<file path="src/rtl/decode_lsps_scalar.sv">
// Scalar LSP decoder: codebook index -> ROM lookup (Hz, Q16) -> radians, ten writes to LSP RAM.
// Optional LSP_ORDER_CHECK_EN enforces a minimum spacing between successive LSPs.
module decode_lsps_scalar #(
  parameter int N = 32,
  parameter int Q = 16,
  parameter logic [N-1:0] HZTORAD = 32'h00000033
`ifdef LSP_ORDER_CHECK_EN
  , parameter logic [N-1:0] MIN_SEP = 32'h0000028F
`endif
) (
  input  logic         clk,
  input  logic         rst,
  input  logic         start_dlsp,
  input  logic [3:0]   indexes0,
  input  logic [3:0]   indexes1,
  input  logic [3:0]   indexes2,
  input  logic [3:0]   indexes3,
  input  logic [3:0]   indexes4,
  input  logic [3:0]   indexes5,
  input  logic [3:0]   indexes6,
  input  logic [3:0]   indexes7,
  input  logic [3:0]   indexes8,
  input  logic [3:0]   indexes9,
  output logic [7:0]   cb_addr,
  input  logic [N-1:0] cb_data,
  output logic [3:0]   addr_lsp,
  output logic [N-1:0] lsp_in,
  output logic         we_lsp,
  output logic         done_dlsp
);

  typedef enum logic [3:0] {
    S_START, S_LATCH_IDX, S_INIT_FOR, S_CHECK_FOR_I, S_SET_ADDR, S_SET_DELAY1,
    S_SET_DELAY2, S_CONVERT, S_WRITE_LSP, S_INCR_FOR_I, S_DONE
  } state_t;

  state_t         state_q, state_d;
  logic [3:0]     i_q, i_d;
  logic [3:0]     idx_q [10];
  logic [3:0]     idx_d [10];
  logic [7:0]     cb_addr_q, cb_addr_d;
  logic [3:0]     addr_lsp_q, addr_lsp_d;
  logic [N-1:0]   lsp_q, lsp_d;
  logic [N-1:0]   rad_q, rad_d;
  logic           we_q, we_d;
  logic           done_q, done_d;
  logic signed [2*N-1:0] prod;
  logic [N-1:0]   rad_calc;
`ifdef LSP_ORDER_CHECK_EN
  logic [N-1:0]   prev_q, prev_d;
  logic [N-1:0]   rad_floor;
`endif

  // Tail codebooks are smaller: 8 entries for LSPs 7..8, 4 entries for LSP 9.
  function automatic logic [3:0] clamp_idx(input logic [3:0] i, input logic [3:0] v);
    if (i < 4'd7)      return v;
    else if (i < 4'd9) return (v > 4'd7) ? 4'd7 : v;
    else               return (v > 4'd3) ? 4'd3 : v;
  endfunction

  always_comb begin
    prod     = $signed({{N{cb_data[N-1]}}, cb_data}) * $signed({{N{HZTORAD[N-1]}}, HZTORAD});
    rad_calc = N'(prod >>> Q);
`ifdef LSP_ORDER_CHECK_EN
    rad_floor = prev_q + MIN_SEP;
    if ((i_q != 4'd0) && ($signed(rad_calc) < $signed(rad_floor)))
      rad_calc = rad_floor;
`endif
  end

  always_comb begin
    state_d    = state_q;
    i_d        = i_q;
    idx_d      = idx_q;
    cb_addr_d  = cb_addr_q;
    addr_lsp_d = addr_lsp_q;
    lsp_d      = lsp_q;
    rad_d      = rad_q;
    we_d       = we_q;
    done_d     = done_q;
`ifdef LSP_ORDER_CHECK_EN
    prev_d     = prev_q;
`endif
    unique case (state_q)
      S_START: begin
        done_d = 1'b0;
        we_d   = 1'b0;
        if (start_dlsp) state_d = S_LATCH_IDX;
      end
      S_LATCH_IDX: begin
        idx_d[0] = indexes0; idx_d[1] = indexes1; idx_d[2] = indexes2;
        idx_d[3] = indexes3; idx_d[4] = indexes4; idx_d[5] = indexes5;
        idx_d[6] = indexes6; idx_d[7] = indexes7; idx_d[8] = indexes8;
        idx_d[9] = indexes9;
        state_d  = S_INIT_FOR;
      end
      S_INIT_FOR: begin
        i_d     = '0;
        state_d = S_CHECK_FOR_I;
      end
      S_CHECK_FOR_I: state_d = (i_q >= 4'd10) ? S_DONE : S_SET_ADDR;
      S_SET_ADDR: begin
        cb_addr_d  = {i_q, clamp_idx(i_q, idx_q[i_q])};
        addr_lsp_d = i_q;
        state_d    = S_SET_DELAY1;
      end
      S_SET_DELAY1: state_d = S_SET_DELAY2;
      S_SET_DELAY2: state_d = S_CONVERT;
      S_CONVERT: begin
        rad_d   = rad_calc;
`ifdef LSP_ORDER_CHECK_EN
        prev_d  = rad_calc;
`endif
        state_d = S_WRITE_LSP;
      end
      S_WRITE_LSP: begin
        lsp_d   = rad_q;
        we_d    = 1'b1;
        state_d = S_INCR_FOR_I;
      end
      S_INCR_FOR_I: begin
        we_d    = 1'b0;
        i_d     = i_q + 4'd1;
        state_d = S_CHECK_FOR_I;
      end
      S_DONE: begin
        done_d  = 1'b1;
        state_d = S_START;
      end
      default: state_d = S_START;
    endcase
  end

  always_ff @(posedge clk or negedge rst) begin
    if (!rst) begin
      state_q    <= S_START;
      i_q        <= '0;
      idx_q      <= '{default: '0};
      cb_addr_q  <= '0;
      addr_lsp_q <= '0;
      lsp_q      <= '0;
      rad_q      <= '0;
      we_q       <= 1'b0;
      done_q     <= 1'b0;
`ifdef LSP_ORDER_CHECK_EN
      prev_q     <= '0;
`endif
    end else begin
      state_q    <= state_d;
      i_q        <= i_d;
      idx_q      <= idx_d;
      cb_addr_q  <= cb_addr_d;
      addr_lsp_q <= addr_lsp_d;
      lsp_q      <= lsp_d;
      rad_q      <= rad_d;
      we_q       <= we_d;
      done_q     <= done_d;
`ifdef LSP_ORDER_CHECK_EN
      prev_q     <= prev_d;
`endif
    end
  end

  assign cb_addr   = cb_addr_q;
  assign addr_lsp  = addr_lsp_q;
  assign lsp_in    = lsp_q;
  assign we_lsp    = we_q;
  assign done_dlsp = done_q;

endmodule
</file>
<file path="config.mk">
export PLATFORM = sky130hd
export DESIGN_NAME = decode_lsps_scalar
export DESIGN_NICKNAME = d
export VERILOG_FILES = /design/src/rtl/decode_lsps_scalar.sv
export SDC_FILE = /design/constraint.sdc
export NUM_CORES = 1
export LEC_CHECK = 0
export BUFFER_PORTS_ARGS = -buffer_cell sky130_fd_sc_hd__buf_4
export CAP_MARGIN = 40
export CORE_ASPECT_RATIO = 1.2
export CORE_MARGIN = 3
export CORE_UTILIZATION = 53
export CTS_CLUSTER_SIZE = 8
export DETAILED_ROUTE_END_ITERATION = 8
export PLACE_DENSITY = 0.74
export SLEW_MARGIN = 20
export SYNTH_ARGS = -nofsm -noshare
export SYNTH_HDL_FRONTEND = slang
export SYNTH_SLANG_ARGS = --single-unit
</file>
<file path="constraint.sdc">
create_clock -name clk -period 4.15 [get_ports clk]
set_input_delay 1.245 -clock clk [delete_from_list [all_inputs] [get_ports clk]]
set_output_delay 1.245 -clock clk [all_outputs]
set_load 0.1 [all_outputs]
</file>
==> results_dict.tcl <==
set metrics [dict create \
    status "complete, but fails checks" \
    failed_checks "setup timing" \
    ys_types 61 \
    area_growth_syn_to_layout_pct 40.47 \
    synthArstFlopShare_pct 100.0 \
    yosys.area_share.simple_pct 8.610 \
    critPathLaunch "cb_data[10]" \
    drc 0 \
    die_area_um2 18350 \
    maxCapViolCount 0 \
    period_share_pct 107.6 \
    clk_pin_slew_ns 0.07 \
    worstMarginPinSlew_ns 0.6896 \
    coreArea_um2 16340 \
    grt_pass1_wl_um 33950 \
    synth_cells 861 \
    crit_chain "buf_6 > ha_4 > fa_1 > ha_1 > fa_1 > ha_4 > nand4_1 > or3_4 > o311ai_4 > a21oi_2 > or4b_1 > nand3_1" \
    grt_max_degree 60 \
    antenna_left 0 \
    worst_slack_ns -0.3151 \
    r2r_slack_ns 1.94 \
    syn_nets 1102 \
    path_delay_family "adder cells" \
    fin_skew_ns 0.008163 \
    via_per_inst 5.407 \
    cts_hold_buf 0 \
    post_drt_wl_per_cell_um 16.08 \
    die_w_um 124.2 \
    post-route-util_pct 76.35 \
    drt_iter0_drc 313 \
    antenna_cells 0 \
    power_density_nw_per_um2 634.8 \
    drive_gt1_share_pct 45.90 \
    maxSlewHeadroom_pct 53.92 \
    r2r-end "idx_q[21]" \
    critical_path_arrival_ns 4.75 \
    clockBufferDepth 2 \
    synth_fa_ha_area_share_pct 28.38 \
    grt_use_total_pct 22.83 \
    fin_crit_ns 4.465 \
    layout_common_cells "258 x buf_4, 111 x inv_1, 104 x dfrtp_1" \
    synth_flop_cell "dfrtp_1" \
    cp_num_buf_inv 1 \
    die_y_um 147.8 \
    hold_viol 0 \
    required_ns 4.43 \
    maxSlewViolCount 0 \
    setup_violations 22 \
    cts_made_buffers 9 \
    port_buffers 120 \
    cts_tree "yes" \
    crit_end "rad_q[15]" \
    end_kind "flop" \
    ir_drop_mv 0.3328 \
    fin_nets 1345 \
    dpl_cell_area_um2 11430 \
    cp-start-kind "input port" \
    p_leak_nw 5.776 \
    worstPathMaxFanout 3 \
    muxShareOfSynthArea_pct 11.81 \
    cts_max_level 3 \
    cts_root_buffer "clkbuf_16" \
    gp_congestion 0.9161 \
    path_depth 12 \
    synth_xor_area_share_pct 2.269 \
    ys_warn_count 0 \
    synth_top_family_by_area "adder cells" \
    antenna_found_initial 0 \
    clock-sinks 104 \
    fin_cells 1321 \
    yosysSeqAreaShare_pct 29.31 \
    synth_edf_count 0 \
    vias 7143 \
    place_inst 1284 \
    worstRegToRegCells 4 \
    grt_pass1_vias 7224 \
    dp_hpwl_um 16390 \
    initial_core_util_pct 54.35 \
    avgSynthCellArea_um2 10.31 \
    regToRegStartpoint "state_q[0]" \
    fin_setup_tns_ns -4.666 \
    synth-seq-cells 104 \
    min_path_type "reg2reg" \
    hold_path_depth 2 \
    ios 121 \
    clk_latency_ns 0.35 \
    first_pass_iters 6 \
    crit_path_max_incr_delay_ns 0.53 \
    critical_path_class "in2reg" \
    netlist_area_um2 8879 \
    drt-total-wl_um 21250 \
    fmax_ghz 0.2240 \
    crit_path_top_delay_cell "fa_1" \
    overflow 0 \
    final_common_cell "buf_4" \
    finalInstanceArea_um2 12470 \
    rows 51 \
    synth_compound_area_share_pct 11.72 \
    rsz0062_at_grt "yes" \
]
==> state kept, by name, summed over array words and instances, names as in the netlist <==
name       cells
cb_addr        8
done_dlsp      1
i_q            4
idx_q         40
lsp_in        23
rad_q         23
state_q        4
we_lsp         1
==> cells in the mapped netlist, drive strengths merged (2+ instances only) <==
cell,instances,area [µm²]
fa,59,1181
ha,107,1339
o2111ai,4,35.03
nor2,25,93.84
o21bai,2,15.01
and2,3,18.77
a211oi,5,37.54
a311oi,3,26.28
mux2i,8,80.08
or3,3,23.77
o21ai,36,183.9
or4,4,30.03
nand4,15,93.84
xor2,11,96.34
nand3,17,85.08
mux4,8,180.2
a21oi,55,282.8
nand2b,4,25.02
mux2,70,788.3
o22a,2,17.52
nand3b,2,15.01
inv,123,461.7
o22ai,4,25.02
xnor2,12,105.1
a31oi,2,12.51
nor4,5,31.28
o211ai,5,37.54
clkbuf,28,106.4
o311ai,2,35.04
a21o,15,112.6
and3,7,43.79
dfrtp,104,2603
nor2b,5,31.28
a2bb2oi,2,17.52
nand2,49,186.4
nor3,9,45.04
o31ai,5,37.54
buf,20,132.6
o21a,7,52.55
a221oi,2,17.52
==> worst min path at each step <==
stage                     end      start
floorplan            rad_q[0]   rad_q[0]
global placement    rad_q[11]  rad_q[11]
detailed placement   rad_q[3]   rad_q[3]
CTS                  rad_q[1]   rad_q[1]
global route        idx_q[15]  idx_q[15]
finish               rad_q[3]   rad_q[3]
==> where the power goes <==
| group | switching, mW | total [mW] | internal, mW | leakage, nW |
|---|---|---|---|---|
| clock | 0.379 | 0.853 | 0.474 | 0.143 |
| sequential | 0.145 | 1.40 | 1.26 | 1.22 |
| combinational | 3.24 | 5.66 | 2.42 | 4.41 |
==> final cells by class <==
class                           count  area [µm²]
Timing Repair Buffer              280        2215
Clock buffer                        9       225.2
Fill cell                        1088        3864
Clock inverter                      7       80.08
Tap cell                          212       265.3
Inverter                          123       461.7
Multi-Input combinational cell    586        6623
Sequential cell                   104        2603
==> per-stage QoR <==
step | hold WS (ns) | power (mW) | worst slack (ns)
2_1_floorplan | 0.4444 | 4.808 | -0.4620
3_3_place_gp | 0.4569 | 6.174 | -0.7145
3_5_place_dp | 0.4653 | 6.270 | -0.7825
4_1_cts | 0.4844 | 7.580 | -0.2926
5_1_grt | 0.4944 | 8.414 | -0.4404
6_report | 0.4805 | 7.918 | -0.3151
==> layer usage <==
| metal | vias up | track usage, % | part of all wire [%] |
|---|---|---|---|
| li1 | 3450 | - | - |
| met1 | 3473 | 29.53 | 42 |
| met2 | 186 | 40.72 | 52 |
| met3 | 34 | 2.181 | 4.2 |
| met4 | 0 | 6.027 | 2.0 |
| met5 | - | 0 | 0 |
==> cell families (layout without fill, tap and decap cells) <==
family,after synthesis,in the layout
adders and majority gates,166,166
xor gates and xnor gates,23,23
AOI/OAI and AO/OA,159,159
and+or+nand+nor,152,152
muxes,86,86
buffers and inverters,171,419
DFF,104,104
==> tightest hold or removal path, delay by kind of cell, from the launching register on <==
family,cells,cell delay (ns)
and+or+nand+nor,1,0.05
DFF,1,0.34
AOI/OAI and AO/OA,1,0.06
==> what timing repair did <==
item / in CTS / in global routing
setup endpoints to repair: 22 / 23
gates resized for setup: 70 / 41
pin swaps: 59 / 36
setup buffers: 16 / 6
Note: power is estimated with default switching activity, not from simulation.
